$ cat src/rtl/decoders.sv
// decoders: registered 3-to-8 one-hot decoder with valid/ready intake,
// a programmable hold time per output line, and an auto-scan mode that
// walks all eight lines in turn (LED/digit strobing).
module decoders #(
  parameter int unsigned HOLD_CYCLES = 4
) (
  input  logic       clk,
  input  logic       reset,
  input  logic       enable,
  input  logic       scan_en,
  input  logic       in_valid,
  input  logic [2:0] binary_in,
  output logic       in_ready,
  output logic [7:0] decoder_out,
  output logic       out_valid,
  output logic       done
);

  // The counter runs from HOLD_CYCLES-1 down to 0, so each line is high
  // for exactly HOLD_CYCLES cycles. Legal values are 1..255.
  localparam logic [7:0] HOLD_RELOAD = 8'(HOLD_CYCLES - 1);

  typedef enum logic [1:0] {
    IDLE = 2'd0,
    HOLD = 2'd1,
    SCAN = 2'd2
  } state_t;

  state_t     state_q, state_d;
  logic [7:0] hold_cnt_q, hold_cnt_d;
  logic [2:0] scan_idx_q, scan_idx_d;
  logic [7:0] dec_q, dec_d;
  logic       out_valid_q;
  logic       done_q, done_d;
  logic [2:0] scan_next;

  // Codes are only taken in IDLE, and scan requests outrank them.
  assign in_ready    = (state_q == IDLE) & enable & ~scan_en & ~reset;
  assign decoder_out = dec_q;
  assign out_valid   = out_valid_q;
  assign done        = done_q;

  // Next-state and next-output selection; enable low overrides every state.
  always_comb begin
    state_d    = state_q;
    hold_cnt_d = hold_cnt_q;
    scan_idx_d = scan_idx_q;
    dec_d      = dec_q;
    done_d     = 1'b0;
    scan_next  = scan_idx_q + 3'd1;

    if (!enable) begin
      state_d = IDLE;
      dec_d   = '0;
    end else begin
      unique case (state_q)
        IDLE: begin
          if (scan_en) begin
            state_d    = SCAN;
            scan_idx_d = 3'd0;
            dec_d      = 8'h01;
            hold_cnt_d = HOLD_RELOAD;
          end else if (in_valid) begin
            state_d    = HOLD;
            dec_d      = 8'd1 << binary_in;
            hold_cnt_d = HOLD_RELOAD;
          end else begin
            dec_d = '0;
          end
        end

        HOLD: begin
          if (hold_cnt_q != 8'd0) begin
            hold_cnt_d = hold_cnt_q - 8'd1;
          end else begin
            state_d = IDLE;
            dec_d   = '0;
            done_d  = 1'b1;
          end
        end

        SCAN: begin
          if (!scan_en) begin
            state_d = IDLE;
            dec_d   = '0;
          end else if (hold_cnt_q != 8'd0) begin
            hold_cnt_d = hold_cnt_q - 8'd1;
          end else begin
            scan_idx_d = scan_next;
            dec_d      = 8'd1 << scan_next;
            hold_cnt_d = HOLD_RELOAD;
          end
        end

        default: begin
          state_d = IDLE;
          dec_d   = '0;
        end
      endcase
    end
  end

  // State and output registers; out_valid is derived from the same next value as decoder_out.
  always_ff @(posedge clk) begin
    if (reset) begin
      state_q     <= IDLE;
      hold_cnt_q  <= '0;
      scan_idx_q  <= '0;
      dec_q       <= '0;
      out_valid_q <= 1'b0;
      done_q      <= 1'b0;
    end else begin
      state_q     <= state_d;
      hold_cnt_q  <= hold_cnt_d;
      scan_idx_q  <= scan_idx_d;
      dec_q       <= dec_d;
      out_valid_q <= |dec_d;
      done_q      <= done_d;
    end
  end

  // The output is never multi-hot.
  a_onehot: assert property (@(posedge clk) disable iff (reset)
    $onehot0(decoder_out));

  // out_valid always mirrors a non-zero output.
  a_valid: assert property (@(posedge clk) disable iff (reset)
    out_valid == (|decoder_out));

  // done is a single-cycle pulse.
  a_done_pulse: assert property (@(posedge clk) disable iff (reset)
    done |=> !done);

endmodule

$ cat config.mk
export PLATFORM = sky130hd
export DESIGN_NAME = decoders
export DESIGN_NICKNAME = d
export VERILOG_FILES = /design/src/rtl/decoders.sv
export SDC_FILE = /design/constraint.sdc
export NUM_CORES = 1
export LEC_CHECK = 0
export ABC_CLOCK_PERIOD_IN_PS = 2430
export CAP_MARGIN = 20
export CORE_MARGIN = 2
export CORE_UTILIZATION = 37
export CTS_CLUSTER_SIZE = 28
export DETAILED_ROUTE_END_ITERATION = 16
export PLACE_DENSITY = 0.55
export SYNTH_ARGS = -nofsm -noshare
export SYNTH_HDL_FRONTEND = slang
export SYNTH_SLANG_ARGS = --single-unit
$ cat constraint.sdc
create_clock -name clk -period 2.43 [get_ports clk]
set_input_delay 0.6075 -clock clk [delete_from_list [all_inputs] [get_ports clk]]
set_output_delay 0.6075 -clock clk [all_outputs]
set_load 0.05 [all_outputs]
# Yosys cells after proc, flatten, opt, wreduce, memory -nomap -nowiden
# Index checks and enable logic that the tools add are counted.
dict set report totals {
  elab_cells 59
  in_bits 8
  output_inout_bits 11
  regBits 23
}
dict set report op_classes {
  reduce_logical 10
  n_eq_ne 9
  mux 23
  n_addsub 2
  n_bitwise 7
  shift 2
}
# op count
set op_table {}
lappend op_table {{8-bit two-way mux} 11}
lappend op_table {{8-bit case mux with 3 select lines} 2}
lappend op_table {{1-bit by 3-bit << shifter with 8-bit output (first input constant)} 2}
lappend op_table {{2-bit != test (second input constant)} 6}
lappend op_table {{5-bit AND reduction} 2}
lappend op_table {{3-bit two-way mux} 3}
lappend op_table {{2-bit two-way mux} 4}
lappend op_table {{8-bit nonzero test} 1}
lappend op_table {{8-bit OR reduction} 1}
lappend op_table {{8-bit by 1-bit subtractor with 8-bit output (second input constant)} 1}
lappend op_table {{2-bit case mux with 3 select lines} 1}
lappend op_table {{3-bit case mux with 2 select lines} 1}
lappend op_table {{1-bit NOT} 4}
lappend op_table {{3-bit by 1-bit adder with 3-bit output (second input constant)} 1}
lappend op_table {{1-bit bitwise AND} 3}
lappend op_table {{3-bit != test (second input constant)} 1}
lappend op_table {{3-bit AND reduction} 1}
lappend op_table {{3-bit nonzero test} 1}
lappend op_table {{3-bit OR reduction} 1}
lappend op_table {{2-bit by 1-bit equality test with 1-bit output (second input constant)} 1}
lappend op_table {{2-bit equality test (second input constant)} 1}
lappend op_table {{2-bit logical NOT} 1}
lappend op_table {{2-bit nonzero test} 1}
lappend op_table {{2-bit OR reduction} 1}
lappend op_table {{1-bit two-way mux} 1}

# Longest topological paths before layout
# Gate-level depths: netlist of the first run.
dict set report logic_depth {
  depth_word 7
  mapped_depth 9
  depth_no_buf 7
}

# Least setup slack after synthesis of the first run
# No wires, ideal clock.
dict set report synth_path {
  kind {input to output}
  from {input port scan_en}
  to {output port in_ready}
  required_ns 1.822
  stages 3
  t_arrival_ns 1.591
  path_buffers 1
  path_slack_ns 0.231
  cell_sequence {clkbuf_1 > nand2b_1 > nor2_1}
}
dict set report synth_between {
  elab_chain_len 3
}
# element line
set synth_rtl {}
lappend synth_rtl {{from (decl)} 10} ;# input logic scan_en,
lappend synth_rtl {{1-bit NOT} 38} ;# assign in_ready = (state_q == IDLE) & enable & ~scan_en & ~reset;
lappend synth_rtl {{1-bit bitwise AND (2 in a row)} 38}
lappend synth_rtl {{to (decl)} 13} ;# output logic in_ready,
# Every way passes these cells.

# Final worst setup path of the first run
# Same ends and word-level chain as after synthesis.

==> results of run 1 <==
## area by class of cell
type	instances	share of cell area
Multi-Input combinational cell	131	0.5076
Sequential cell	23	0.2559
Timing Repair Buffer	30	0.1627
Tap cell	48	0.03338
Clock buffer	3	0.02295
Inverter	7	0.01460
Clock inverter	1	0.002782
## synthesized netlist by cell type, drive strengths merged, types with 2 or more instances
master / n
or4: 5
o21ai: 6
nor3: 4
nand3b: 2
a21oi: 10
nor2b: 3
nand4: 4
dfxtp: 23
or2: 2
nor4: 3
and2: 2
nand2b: 4
nor4b: 4
a311oi: 3
a31oi: 2
nor3b: 2
or3: 3
a221oi: 2
a21o: 2
inv: 7
buf: 3
nand2: 7
o31ai: 4
nor2: 15
nand3: 10
and3: 2
ha: 10
o21bai: 2
clkbuf: 7
o211ai: 5
## per-layer routing
| metal | GRT usage | up-vias | part of all wire |
|---|---|---|---|
| met5 | 0 | - | 0 |
| met4 | 0.04592 | 0 | 0.0054 |
| met3 | 0.02044 | 2 | 0.025 |
| met2 | 0.2575 | 21 | 0.44 |
| met1 | 0.2531 | 651 | 0.53 |
| li1 | - | 693 | - |
## how the worst max path moves through the flow
stage / end / slack, ns
after CTS: in_ready / 0.07
after detailed placement: out_valid / -0.05
after global routing: in_ready / 0.0004
after floorplan: in_ready / 0.23
final: in_ready / 0.06
after global placement: out_valid / -0.006
## sequential cells by signal, indices dropped and copies added (netlist names)
| signal | flops |
|---|---|
| state_q | 2 |
| scan_idx_q | 3 |
| hold_cnt_q | 8 |
| decoder_out | 8 |
| done | 1 |
| out_valid | 1 |
## critical path: cells and delay by family
kind | cells | cell delay (ns)
buffers and inverters | 2 | 0.72
AND/OR/NAND/NOR | 2 | 0.44
## power by group through the flow
| stage | sequential [mW] | combinational (mW) | clock (mW) |
|---|---|---|---|
| final | 0.416 | 0.277 | 0.246 |
| after CTS | 0.415 | 0.275 | 0.248 |
| after global routing | 0.418 | 0.302 | 0.265 |
| after floorplan | 0.426 | 0.172 | 0 |
| after global placement | 0.423 | 0.272 | 0 |
| after detailed placement | 0.424 | 0.274 | 0 |
## stage by stage
step	TNS (ns)	instance area [um^2]	utilization	hold WS (ns)	instances
after floorplan	0	1441	-	0.4636	171
after detailed placement	-0.1857	1753	0.4717	0.4876	239
after CTS	0	1799	0.4842	0.5002	243
final	0	1799	0.4842	0.5001	243
after global routing	0	1799	0.4842	0.5298	243
after global placement	-0.005759	1753	0.4717	0.4835	239
## layout by cell type, fill, tap and decap left out, types with 2 or more instances in the layout
cell	n
nand3b_1	2
or4_1	5
o21ai_0	4
buf_12	2
and3_1	2
or2_2	2
nand2b_1	4
clkdlybuf4s50_1	17
o211ai_1	4
ha_1	10
a311oi_1	3
nor4b_1	4
clkbuf_8	3
nor2b_1	3
o21bai_1	2
nand3_1	10
nor3_1	4
o21ai_1	2
o31ai_1	4
a221oi_1	2
dfxtp_1	23
nand2_1	7
or3_1	3
nand4_1	4
inv_1	7
buf_4	11
a21oi_1	10
nor2_1	15
a31oi_1	2
## cell families (layout without fill, tap and decap cells)
| kind of cell | count (synthesis) | after routing | share of synthesized area |
|---|---|---|---|
| xor gates and xnor gates | 2 | 2 | 0.01215 |
| DFF | 23 | 23 | 0.3194 |
| AOI/OAI and AO/OA | 45 | 45 | 0.2257 |
| buffers and inverters | 17 | 41 | 0.04688 |
| adders and majority gates | 10 | 10 | 0.08681 |
| and+or+nand+nor | 74 | 74 | 0.3090 |
==> impl_summary.md, run 1 <==
Outcome
The run finished with clean final reports.

Drt
The routed via count divided by cell count is about 5.6. After detailed routing, the number of remaining DRC violations is 0. The final layout contains routed wiring with a total length of about 3500 um. The number of nets with antenna violations after routing is 0. After detailed routing, the average wire length per cell comes to around 14 um. The via count of the routed design is approximately 1,400. The detailed router finished its first iteration with between 90 and 100 violations. The number of optimization iterations in the first detailed-route pass is 4.

Min path
For hold timing, the worst endpoint is scan_idx_q[2]. In this run the worst hold path is classified as register to register. Along the worst hold path, the cell count comes to 2. The startpoint of the tightest hold check path is scan_idx_q[2].

Run
The max-cap check violation count is 0.

Yosys
The share of synthesized area occupied by flip-flops and latches is 0.3194. The total of flip-flops plus latches after synthesis is 23. The number of enable-type register cells in the synthesized netlist is 0. The mapped netlist covers ~0.0014 mm^2. The number of warnings reported in the yosys synthesis log is 0. Sorting the synthesized cells by area gives the leading types as dfxtp_1 (32%), ha_1 (8.7%), nor2_1 (3.9%). The share of synthesized registers carrying an async set or reset is 0. The most used flip-flop cell after synthesis is dfxtp_1. The fraction of synthesized cell area taken by the top area cell type is 0.3194. The post-synthesis area per instance is 8.429 um^2. The post-synth net total is around 190. The cell taking the most area after synthesis is dfxtp_1. The number of different library cells in the post-synthesis netlist is 50.

Counting every instance in the synthesized netlist gives between 150 and 200.

Timing
Setup repair after global routing left no endpoint under its margin. The share of the cycle needed by the critical path after routing is 0.9757. The worst slew margin relative to its limit is 0.5991.

Setup violations remaining at the end of the flow were counted as 0. Across all setup checks in the final design, the least slack found is about 0.059 ns. The clock arrives with a little over 0.006 ns of skew. Counting I/O delays and the setup requirement, the final critical path takes roughly 2.4 ns. For the pin with the worst max-slew slack, the measured transition is around 0.6 ns. Derived from the worst setup path, the maximum achievable clock frequency is between 0.4 and 0.5 GHz.

The number of pins with negative max-slew slack in the final report is 0. The number of endpoints with negative hold slack in the final report was 0.

Cells and area
The fraction of layout cells with a size suffix above 1 is 0.1333. In the final layout, flip-flops and latches occupy 460.4 um^2. From synthesis to final layout, the design area changed by 24.83%. After the last flow step, the layout net total stands at approximately 210. The filler cell count is about 380. The number of antenna diodes in the final layout is 0. The multi-input combinational cells in the finished layout cover a total of roughly 900 um^2.

Power
The relative contribution of combinational cells to total power is 0.295. After layout, the design draws a total of ~0.94 mW. Summed over all nets, the switching power comes to about 0.31 mW. Dividing total power by cell area gives a power density of 521.7 mW/mm^2. The sequential share of power is 0.443. Of the total power, the clock network draws 0.262. The peak supply drop is 0.2326 mV.

The internal power contribution is roughly 0.63 mW. The analysis attributes to cell leakage a power of around 0.68 nW. The share of total power consumed by net switching is 0.3334.

Global routing
The via count of the first global-routing pass is roughly 1,200. For this run the aggregate overflow at the end of global routing stands at 0. In the global route stage, overall resource usage came out at 0.1705. Entering global routing, the biggest net connects 14 pins. The initial antenna violation count is 0. The global-route wire length before repair is 5775 um.

Clock tree
For the worst-skew pair, the clock arrives at the later sink with an insertion delay of ~0.27 ns. The maximum level of the CTS H-tree is 1. The CTS tree is yes. The post-CTS repair timing setup buffer count is 0. The number of gates resized after CTS was 0.

Clock-pin slew was measured on the worst setup and hold paths at approximately 0.09 ns. The number of clock sinks is 23. The longest clock path from root to sink contains 2 buffers. The CTS root buffer is clkbuf_8. Buffers inserted during clock tree synthesis total 3.

The number of buffers added to fix hold violations after cts is 0.

Setup path
On the worst path, the slowest cell contributes a delay of 0.55 ns. The arrival time at the worst endpoint is 1.76 ns. Traced cell by cell, the critical path runs through clkdlybuf4s50_1 -> nand2b_1 -> nor2_1 -> buf_12. In this run the critical register-to-register path is launched from scan_idx_q[0]. By startpoint and endpoint, the worst setup path is classified as input pin to output port. The slack of the worst reg-to-reg path is roughly 0.26 ns.

The library cell contributing the largest single delay on the critical path is clkdlybuf4s50_1. STA classifies the critical path endpoint as an output port. The start point of the critical path is scan_en. The endpoint identified for the worst register-to-register timing path is out_valid. The cell count of the worst reg-to-reg path is 6. Along the worst path, the maximum fanout reaches 9. The endpoint required time on the critical path is ~1.8 ns.

The element type at the critical path start is an input pin.

Place
The count of input and output buffers is 18. The routability congestion estimate from global placement is just under 0.8. Detailed placement finished with a half-perimeter wire length of 2734 um. The post-place setup slack is -0.04906 ns.

Floorplanning
The row count is 22. The area of the core is ~0.0037 mm^2. For this configuration, the core starts out at a cell density of 0.3879. The number of primary I/O pins is 19. The area of the die is around 0.0044 mm^2. The die span in y is 66.42 um.

The horizontal die dimension is ~66 um.
(Power assumes the default switching activity.)
==> run 2: changes to the inputs <==
==> config.mk (replaced) <==
export PLATFORM = sky130hd
export DESIGN_NAME = decoders
export DESIGN_NICKNAME = d
export VERILOG_FILES = /design/src/rtl/decoders.sv
export SDC_FILE = /design/constraint.sdc
export NUM_CORES = 1
export LEC_CHECK = 0
export ABC_CLOCK_PERIOD_IN_PS = 2800
export CAP_MARGIN = 20
export CORE_MARGIN = 2
export CORE_UTILIZATION = 45
export CTS_CLUSTER_SIZE = 28
export DETAILED_ROUTE_END_ITERATION = 16
export PLACE_DENSITY = 0.65
export SYNTH_ARGS = -nofsm -noshare
export SYNTH_HDL_FRONTEND = slang
export SYNTH_SLANG_ARGS = --single-unit
==> constraint.sdc (replaced) <==
create_clock -name clk -period 2.8 [get_ports clk]
set_input_delay 0.7 -clock clk [delete_from_list [all_inputs] [get_ports clk]]
set_output_delay 0.7 -clock clk [all_outputs]
set_load 0.05 [all_outputs]
==> impl_summary.md, run 2 (synthesis results as in run 1) <==
Timing
Setup slack on the critical path of the routed design comes to ~0.21 ns. The number of pins with negative max-slew slack in the final report was 0. The worst slew margin relative to its limit is 0.6663. The final total negative setup slack is 0 ns.

Setup violations remaining at the end of the flow were counted as 0. Setup repair after global routing left no endpoint under its margin. The final worst clock skew is ~0.0026 ns. Timing would allow up to slightly below 0.4 GHz. Of the available clock period, the critical path in the final layout requires 0.9239.

The final period demand of the worst path is 2.587 ns. The number of endpoints with negative hold slack in the final report is 0. The slew at the pin closest to its max-slew limit is about 0.50 ns.

Min path
Counting instances, the worst hold path has a depth of 2. The class of the tightest hold or removal check is register to register. The end point of the worst hold path is scan_idx_q[2]. In this run the most critical hold path is launched from scan_idx_q[2].

Cells and area
The fraction of layout cells with a size suffix above 1 is 0.09091. The most common cell after layout, fill and taps aside is dfxtp_1. In the final design database the tool counted between 200 and 250 nets. The count of non-filler cells in the finished layout is 231. The post-synthesis to final-layout area growth is 18.06%. The number of antenna diodes in the final layout is 0. Summing all non-filler instances in the final layout gives an area of 0.001702 mm^2. Leaving out fill and tap cells, the most frequent cells in the layout are dfxtp_1 (23), clkdlybuf4s50_1 (17), nor2_1 (15).

Clock tree
The clock latency on the worst-skew pair is between 0.3 and 0.4 ns. The post-CTS repair timing setup buffer count is 0. After clock tree synthesis, the clock-pin slew on the worst setup and hold paths is around 0.13 ns.

The CTS tree is yes. The CTS root buffer is clkbuf_4. The post-CTS resize count is 0. Counting along the longest clock path gives a buffer depth of 2.

The number of buffers added to fix hold violations after cts is 0. The TritonCTS buffer count is 3. The number of clock sinks is 23. The maximum level of the CTS H-tree is 1.

Global routing
The pin count of the biggest net entering global routing is 13. The remaining global-route overflow is 0. The via count of the first global-routing pass was ~1,200. The first global-routing pass estimated between 5000 and 6000 um of wire. The total track usage is 0.1904. The initial antenna violation count came to 0.

Setup path
The nature of the critical path endpoint is an output port. Data arrives at the worst endpoint at ~1.9 ns. The critical path goes through clkdlybuf4s50_1 -> nand2b_1 -> nor2_1 -> buf_12.

The delay of the slowest critical-path stage is about 0.57 ns. The worst register-to-register path has a depth of 7. In this run the critical register-to-register path is launched from hold_cnt_q[0].

The element type at the critical path start is an input pin. The endpoint required time on the critical path is approximately 2.1 ns. Of all nets on the critical path, the largest fanout is 12.

The category of the critical setup timing path is input pin to output port. The slack of the worst reg-to-reg path is roughly 0.42 ns. The library cell contributing the largest single delay on the critical path is clkdlybuf4s50_1. The endpoint identified for the worst register-to-register timing path is out_valid.

Drt
Once detail routing completed, the nets flagged for antenna violations numbered 0. In the routed layout, each cell is associated on average with a via count of just under 6. The first detailed-routing pass ran for 4 iterations. The post-route DRC violation count is 0. Dividing the detail-routed wire length by the instance count gives between 10 and 15 um. Detailed routing inserted a total of ~1,400 vias. The wire length after detailed routing is about 3300 um. After the first detailed-routing iteration, the DRC count stood at 45.

Place
The post-place setup slack is roughly 0.16 ns. The count of input and output buffers is 18. Counting tap cells, the placed design contains a total of 227 instances. At the end of routability-driven placement, the weighted congestion stood at 0.8456. After detailed placement, the total cell area comes to approximately 0.0017 mm^2.

Detailed placement finished with a half-perimeter wire length of around 2600 um.

Floorplanning
The initial utilization of the core area, before any placement, comes to 0.4721. The area of the core is approximately 0.0031 mm^2. 19 I/O pins were placed. In this run the horizontal extent of the chip is ~61 um. In this run the core area contains 20 standard-cell rows.

The area of the die is approximately 0.0037 mm^2. The die span in y is slightly above 60 um.

Outcome
The run finished with clean final reports.

Run
The max-cap check violation count is 0.

Power
The peak supply drop is about 0.21 mV. Summing internal, switching and leakage power gives between 0.7 and 0.8 mW. In this run the power density over the cells is ~430 mW/mm^2. In this run the static leakage power is between 0.6 and 0.7 nW.
==> run 2: changes by cell type in the layout (fill, tap and decap cells not counted) <==
cell	change
buf_4	-7
clkbuf_4	+3
clkbuf_8	-3
buf_12	-1
clkbuf_1	+1
clkinv_2	-1
==> run 2: final cells by class <==
cell class	instances	area [um^2]
flip-flops and latches	23	460.4
inverters	7	26.28
clock buffers	4	26.28
multi-input cells	131	913.4
fillers	305	1351
well taps	44	55.05
repair buffers	22	220.2
==> run 2: where the power goes <==
part / switching [mW] / internal, mW
sequential: 0.0184 / 0.342
clock: 0.103 / 0.0557
combinational: 0.128 / 0.0815
==> run 2: metrics by stage <==
stage / utilization / hold slack [ns]
after floorplan: - / 0.4636
after detailed placement: 0.5488 / 0.5049
final: 0.5574 / 0.5168
after global placement: 0.5488 / 0.4838
after CTS: 0.5574 / 0.5252
after global routing: 0.5574 / 0.5464
==> run 2: critical path, delay by kind of cell <==
| kind | cells | cell delay (ns) |
|---|---|---|
| buffers and inverters | 2 | 0.74 |
| and+or+nand+nor | 2 | 0.45 |
==> run 2: how the worst max path moves through the flow <==
stage	slack [ns]	cells after the start	to	startpoint
2_1_floorplan	0.42	3	in_ready	scan_en
3_3_place_gp	0.20	6	out_valid	scan_en
3_5_place_dp	0.16	6	out_valid	scan_en
4_1_cts	0.21	4	in_ready	scan_en
5_1_grt	0.13	4	in_ready	scan_en
6_report	0.21	4	in_ready	scan_en
==> run 2: metal layers <==
metal / track usage / vias up / wire (um)
li1: - / 677 / -
met1: 0.2581 / 639 / 1561
met2: 0.3195 / 30 / 1532
met3: 0.02772 / 5 / 141
met4: 0.04658 / 0 / 33
met5: 0 / - / 0
